===== src/rtl/imem_loader_pkg.sv =====
// Shared types and constants for the instruction-memory boot loader.
// Optional build macro: IMEM_LOADER_CHECKSUM_EN (adds the trailing checksum word).
package imem_loader_pkg;

    localparam int unsigned WORD_W     = 32;
    localparam int unsigned BYTE_W     = 8;
    localparam int unsigned WORD_BYTES = 4;
    localparam int unsigned HDR_BYTES  = 4;

    typedef enum logic [2:0] {
        ST_IDLE  = 3'd0,
        ST_HDR   = 3'd1,
        ST_DATA  = 3'd2,
        ST_CHK   = 3'd3,
        ST_DONE  = 3'd4,
        ST_ERROR = 3'd5
    } state_e;

    // States in which the loader is consuming stream bytes.
    function automatic logic is_busy(input state_e s);
        return (s == ST_HDR) || (s == ST_DATA) || (s == ST_CHK);
    endfunction

    // States in which a start request opens a new session.
    function automatic logic can_start(input state_e s);
        return (s == ST_IDLE) || (s == ST_DONE) || (s == ST_ERROR);
    endfunction

endpackage


===== src/rtl/imem_loader_byte_packer.sv =====
// Little-endian byte-to-word assembler shared by header, data and checksum words.
// The completed word and its strobe are presented combinationally in the cycle
// the last byte is accepted so the controller can act on it without a bubble.
module imem_loader_byte_packer
    import imem_loader_pkg::*;
#(
    parameter int unsigned NBYTES = WORD_BYTES
) (
    input  logic                     clk_i,
    input  logic                     reset_i,
    input  logic                     clear_i,
    input  logic                     byte_valid_i,
    input  logic [BYTE_W-1:0]        byte_i,
    output logic [NBYTES*BYTE_W-1:0] word_c,
    output logic                     word_valid_c
);

    localparam int unsigned IDX_W  = (NBYTES > 1) ? $clog2(NBYTES) : 1;
    localparam int unsigned PACK_W = NBYTES * BYTE_W;
    localparam logic [IDX_W-1:0] LAST_IDX = IDX_W'(NBYTES - 1);

    logic [IDX_W-1:0]  idx_q,   idx_d;
    logic [PACK_W-1:0] shreg_q, shreg_d;
    logic [PACK_W-1:0] assembled;

    // Merge the incoming byte into its lane and advance the byte index.
    always_comb begin
        assembled = shreg_q;
        assembled[32'(idx_q) * BYTE_W +: BYTE_W] = byte_i;
        idx_d   = idx_q;
        shreg_d = shreg_q;
        if (clear_i) begin
            idx_d   = '0;
            shreg_d = '0;
        end else if (byte_valid_i) begin
            idx_d   = (idx_q == LAST_IDX) ? '0 : idx_q + IDX_W'(1);
            shreg_d = assembled;
        end
    end

    // Byte index and partial-word storage.
    always_ff @(posedge clk_i) begin
        if (reset_i) begin
            idx_q   <= '0;
            shreg_q <= '0;
        end else begin
            idx_q   <= idx_d;
            shreg_q <= shreg_d;
        end
    end

    assign word_c       = assembled;
    assign word_valid_c = byte_valid_i && (idx_q == LAST_IDX) && !clear_i;

endmodule


===== src/rtl/imem_loader.sv =====
// Boot-time instruction-memory loader: length header, packed data words,
// sequential writes from address 0, and fetch-unit reset release when complete.
// Optional build macro: IMEM_LOADER_CHECKSUM_EN (verifies a trailing sum word).
module imem_loader
    import imem_loader_pkg::*;
#(
    parameter int unsigned ADDR_W = 8,
    parameter int unsigned DEPTH  = 256
) (
    input  logic              CLK,
    input  logic              reset,
    input  logic              start,
    input  logic              in_valid,
    input  logic [BYTE_W-1:0] in_byte,
    output logic              in_ready,
    output logic              mem_we,
    output logic [ADDR_W-1:0] mem_addr,
    output logic [WORD_W-1:0] mem_wdata,
    output logic              cpu_reset,
    output logic              busy,
    output logic              done,
    output logic              error,
    output logic [ADDR_W:0]   word_count
);

    localparam int unsigned CNT_W      = ADDR_W + 1;
    localparam int unsigned PACK_BYTES = (HDR_BYTES > WORD_BYTES) ? HDR_BYTES : WORD_BYTES;

`ifdef IMEM_LOADER_CHECKSUM_EN
    localparam state_e END_STATE = ST_CHK;
`else
    localparam state_e END_STATE = ST_DONE;
`endif

    state_e            state_q, state_d;
    logic [CNT_W-1:0]  n_q, n_d;
    logic [CNT_W-1:0]  word_count_q, word_count_d;
    logic              mem_we_q, mem_we_d;
    logic [ADDR_W-1:0] mem_addr_q, mem_addr_d;
    logic [WORD_W-1:0] mem_wdata_q, mem_wdata_d;
    logic              in_ready_q, in_ready_d;
    logic              busy_q, busy_d;
    logic              done_q, done_d;
    logic              error_q, error_d;
    logic              cpu_reset_q, cpu_reset_d;
`ifdef IMEM_LOADER_CHECKSUM_EN
    logic [WORD_W-1:0] sum_q, sum_d;
`endif

    logic              accept_c;
    logic              pk_clear_c;
    logic [WORD_W-1:0] pk_word_c;
    logic              pk_word_valid_c;

    assign accept_c = in_valid && in_ready_q;

    imem_loader_byte_packer #(
        .NBYTES (PACK_BYTES)
    ) u_byte_packer (
        .clk_i        (CLK),
        .reset_i      (reset),
        .clear_i      (pk_clear_c),
        .byte_valid_i (accept_c),
        .byte_i       (in_byte),
        .word_c       (pk_word_c),
        .word_valid_c (pk_word_valid_c)
    );

    // Next-state, write scheduling and registered status outputs.
    always_comb begin
        state_d      = state_q;
        n_d          = n_q;
        word_count_d = word_count_q;
        mem_we_d     = 1'b0;
        mem_addr_d   = mem_addr_q;
        mem_wdata_d  = mem_wdata_q;
        pk_clear_c   = 1'b0;
`ifdef IMEM_LOADER_CHECKSUM_EN
        sum_d        = sum_q;
`endif

        // A write issued this cycle is counted at the end of it.
        if (mem_we_q) begin
            word_count_d = word_count_q + CNT_W'(1);
        end

        unique case (state_q)
            ST_IDLE, ST_DONE, ST_ERROR: begin
                if (start) begin
                    state_d      = ST_HDR;
                    word_count_d = '0;
                    pk_clear_c   = 1'b1;
`ifdef IMEM_LOADER_CHECKSUM_EN
                    sum_d        = '0;
`endif
                end
            end
            ST_HDR: begin
                if (pk_word_valid_c) begin
                    n_d = pk_word_c[ADDR_W:0];
                    if (pk_word_c == '0) begin
                        state_d = END_STATE;
                    end else if (pk_word_c > WORD_W'(DEPTH)) begin
                        state_d = ST_ERROR;
                    end else begin
                        state_d = ST_DATA;
                    end
                end
            end
            ST_DATA: begin
                // At most one word completes per four cycles, so word_count_q
                // already reflects every earlier word here.
                if (pk_word_valid_c) begin
                    mem_we_d    = 1'b1;
                    mem_addr_d  = word_count_q[ADDR_W-1:0];
                    mem_wdata_d = pk_word_c;
`ifdef IMEM_LOADER_CHECKSUM_EN
                    sum_d       = sum_q + pk_word_c;
`endif
                    if ((word_count_q + CNT_W'(1)) == n_q) begin
                        state_d = END_STATE;
                    end
                end
            end
`ifdef IMEM_LOADER_CHECKSUM_EN
            ST_CHK: begin
                if (pk_word_valid_c) begin
                    state_d = (pk_word_c == sum_q) ? ST_DONE : ST_ERROR;
                end
            end
`endif
            default: begin
                state_d = ST_IDLE;
            end
        endcase

        in_ready_d  = is_busy(state_d);
        busy_d      = is_busy(state_d);
        done_d      = (state_d == ST_DONE);
        error_d     = (state_d == ST_ERROR);
        cpu_reset_d = (state_d != ST_DONE);
    end

    // State and output registers.
    always_ff @(posedge CLK) begin
        if (reset) begin
            state_q      <= ST_IDLE;
            n_q          <= '0;
            word_count_q <= '0;
            mem_we_q     <= 1'b0;
            mem_addr_q   <= '0;
            mem_wdata_q  <= '0;
            in_ready_q   <= 1'b0;
            busy_q       <= 1'b0;
            done_q       <= 1'b0;
            error_q      <= 1'b0;
            cpu_reset_q  <= 1'b1;
`ifdef IMEM_LOADER_CHECKSUM_EN
            sum_q        <= '0;
`endif
        end else begin
            state_q      <= state_d;
            n_q          <= n_d;
            word_count_q <= word_count_d;
            mem_we_q     <= mem_we_d;
            mem_addr_q   <= mem_addr_d;
            mem_wdata_q  <= mem_wdata_d;
            in_ready_q   <= in_ready_d;
            busy_q       <= busy_d;
            done_q       <= done_d;
            error_q      <= error_d;
            cpu_reset_q  <= cpu_reset_d;
`ifdef IMEM_LOADER_CHECKSUM_EN
            sum_q        <= sum_d;
`endif
        end
    end

    assign in_ready   = in_ready_q;
    assign mem_we     = mem_we_q;
    assign mem_addr   = mem_addr_q;
    assign mem_wdata  = mem_wdata_q;
    assign cpu_reset  = cpu_reset_q;
    assign busy       = busy_q;
    assign done       = done_q;
    assign error      = error_q;
    assign word_count = word_count_q;

endmodule


===== config.mk =====
export PLATFORM = sky130hd
export DESIGN_NAME = imem_loader
export DESIGN_NICKNAME = d
export VERILOG_FILES = /design/src/rtl/imem_loader_pkg.sv /design/src/rtl/imem_loader_byte_packer.sv /design/src/rtl/imem_loader.sv
export SDC_FILE = /design/constraint.sdc
export NUM_CORES = 1
export LEC_CHECK = 0
export BUFFER_PORTS_ARGS = -buffer_cell sky130_fd_sc_hd__buf_2
export CORE_MARGIN = 5
export CORE_UTILIZATION = 51
export CTS_CLUSTER_DIAMETER = 60
export DETAILED_ROUTE_END_ITERATION = 6
export GPL_ROUTABILITY_DRIVEN = 0
export HOLD_SLACK_MARGIN = 0.15
export PLACE_DENSITY = 0.83
export RECOVER_POWER = 50
export SLEW_MARGIN = 30
export SYNTH_ARGS = -nofsm -noshare
export SYNTH_HDL_FRONTEND = slang
export SYNTH_HIERARCHICAL = 1
export SYNTH_SLANG_ARGS = --single-unit

===== constraint.sdc =====
create_clock -name CLK -period 4.2 [get_ports CLK]
set_clock_uncertainty 0.2 [all_clocks]
set_input_delay 0.84 -clock CLK [delete_from_list [all_inputs] [get_ports CLK]]
set_output_delay 0.84 -clock CLK [all_outputs]
set_load 0.02 [all_outputs]

==> results.toml <==
[timing]
finalMaxSlewViolations = 60
rsz0062_at_grt = "no"
period_share_pct = 94.4
post-route-min-period_ns = 3.96
fmax_mhz = 252
worstMarginPinSlew_ns = 2.40
setup_violations = 0
fin_tns_setup_ns = 0
max_slew_margin_pct = -59.9
finalHoldViolCount = 0

[cells_and_area]
area_growth_pct = 9.22
fillers = 825
nets = 601
design_area_um2 = 5000
post-route-util_pct = 57.3
drive_above_1_share_pct = 7.65
antenna_cells = 0

[logic_synthesis]
synthArstFlopShare_pct = 0
yosys.area_share.simple_pct = 24.3
ys.flop_type = "dfxtp_1"
synth_compound_area_share_pct = 20.2
syn_inst = 550
syn_avg_cell_area_um2 = 8.32
synth-edff-count = 0
synth_adder_area_share_pct = 1.64
ys_ff_latch = 100
synth_nets = 568
synthXorXnorAreaFrac_pct = 3.25
yosys.area.top_type = "dfxtp_1"
synth_top_family_by_area = "simple AND/OR/NAND/NOR gates"
synthTopCellsByArea = "dfxtp_1, nand2_1, a21oi_1, a22o_1, nand4_1"
synth_cell_types = 55
ys_warn_count = 6
syn_area_um2 = 4570
netlist_top_cells_count = "nand2_1, dfxtp_1, a21oi_1"
synthDominantCellAreaShare_pct = 43.8
synth_mux_area_share_pct = 0.656
synth_seq_area_share_pct = 43.8
yosys.cell_count.top_type = "nand2_1"

[critical_path]
timing.rr.start = "u_byte_packer/idx_q[0]"
crit_end = "cpu_reset"
rrSetupSlack_ns = 0.24
required_ns = 4.25
rr_worst_depth = 11
startpoint = "u_byte_packer/idx_q[0]"
crit_arrival_ns = 4.02
start_kind = "flip-flop"
r2r_end = "cpu_reset"
worstSetupPathType = "flip-flop to flip-flop"
cp-end-kind = "flip-flop"
critPathMaxFanout = 10

[floorplanning]
core_area_um2 = 8720
die_area_um2 = 11000
row_count = 34
start_util_pct = 52.5
die_x_um = 105
dieHeight_um = 105
io_pins = 67

[cts]
cts_setup_buffers = 0
cts_root_buf = "clkbuf_8"
htreeDepth = 3
insertion_delay_ns = 0.37
ctsHoldBuffers = 0
clkTransAtPathRegs_ns = 0.10
cts_tree = "yes"
cts_made_buffers = 9
clkSinkCount = 100
cts_max_path_buffers = 2

[placement]
port_buffers = 66
dp_hpwl_um = 8380
placed_area_um2 = 4830

[power_and_ir_drop]
vdd_drop_max_v = 0.000183
power_density_nw_per_um2 = 347
total_power_mw = 1.73
power.leakage_nw = 1.72

[detailed_routing]
dr.pass1.iters = 6
routed-via-count = 4179
routed_wl_um = 11700
drc = 0
ant_nets = 0
vias_per_cell = 6.00
wl_per_cell_um = 16.8
drtIter0Drc = 318

[run_status]
outcome = "finished, violations left"
violations = "max-capacitance violations, max-slew violations"

[global_routing]
grt_pass1_vias = 3920
grt_start_max_net_pins = 60
grt_pass1_wl_um = 19300
antenna_found_initial = 0
grt_usage_pct = 21.2
grt_remaining_overflow = 0

[job]
cap_violations = 1

[worst_hold_path]
min_path_type = "flip-flop to flip-flop"
hold_path.startpoint = "mem_wdata[28]"
## sequential cells by signal, summed over array words and instances (netlist names)
signal / cells
u_byte_packer/idx_q: 2
mem_we: 1
cpu_reset: 1
busy: 1
state_q: 3
u_byte_packer/shreg_q: 32
n_q: 9
word_count: 9
mem_wdata: 32
error: 1
mem_addr: 8
done: 1
## timing repair
| item | 4_1_cts | 5_1_grt |
|---|---|---|
| gates resized for setup | 0 | 1 |
| endpoints found under the setup margin | 0 | 1 |
| hold endpoints to repair | 0 | 0 |
## metal layers
| metal | GRT usage (%) | share of wire [%] |
|---|---|---|
| met5 | 0 | 0 |
| met4 | 8.13 | 2.6 |
| met3 | 4.75 | 6.0 |
| met2 | 36.7 | 51 |
| met1 | 25.5 | 41 |
## critical path, cell delays in order, from the launching register on
cell and delay (ns):
dfxtp_2 0.42, inv_1 0.11, ha_1 0.26, and3b_1 0.30
nor2b_1 0.25, a22o_1 0.27, or4_4 0.54, o21a_1 0.23
or4b_4 0.56, a21oi_4 0.19, inv_2 0.06, or4_4 0.46
## power breakdown
group | internal [mW] | switching, mW
Combinational | 0.0261 | 0.0695
Sequential | 0.951 | 0.00328
Clock | 0.354 | 0.330
## layout by cell type, fill, tap and decap left out, types with 9 or more instances in the layout
| cell | instances |
|---|---|
| nor2_1 | 28 |
| nor4_1 | 9 |
| nand2_1 | 130 |
| a21oi_1 | 67 |
| xor2_1 | 12 |
| clkbuf_8 | 10 |
| buf_2 | 15 |
| a22o_1 | 30 |
| nand4_1 | 21 |
| clkbuf_1 | 52 |
| dfxtp_1 | 99 |
## area by class of cell
type                       count  area (um^2)  area share (%)
clock buffer                  11          141            2.83
clock inverter                 5         82.6            1.65
inverter                      11         41.3           0.826
multi-input combinational    392         2290            45.9
sequential                   100         2000            40.1
tap                          108          135            2.70
timing repair buffer          69          302            6.04
## logic make-up (layout without fill, tap and decap cells)
logic type      after synthesis  after routing
xor+xnor                     17             17
fa+ha+maj                     6              6
flops                       100            100
buf+inv                      58             96
mux                           3              3
simple gates                233            233
compound gates              133            133
## worst min path at each step
stage,cells past startpoint,end,slack [ns]
3_5_place_dp,2,u_byte_packer/shreg_q[8],0.24
5_1_grt,2,u_byte_packer/shreg_q[18],0.27
4_1_cts,2,mem_wdata[28],0.26
6_report,2,mem_wdata[28],0.26
3_3_place_gp,2,u_byte_packer/shreg_q[26],0.23
2_1_floorplan,2,u_byte_packer/shreg_q[26],0.22
## stage by stage
| step | worst slack (ns) | std cells | hold slack (ns) |
|---|---|---|---|
| 2_1_floorplan | 0.311 | 550 | 0.220 |
| 3_3_place_gp | 0.265 | 680 | 0.233 |
| 3_5_place_dp | 0.130 | 680 | 0.244 |
| 4_1_cts | 0.122 | 696 | 0.257 |
| 5_1_grt | 0.125 | 696 | 0.275 |
| 6_report | 0.236 | 696 | 0.259 |
No activity file was read; power rests on OpenSTA's default activity.
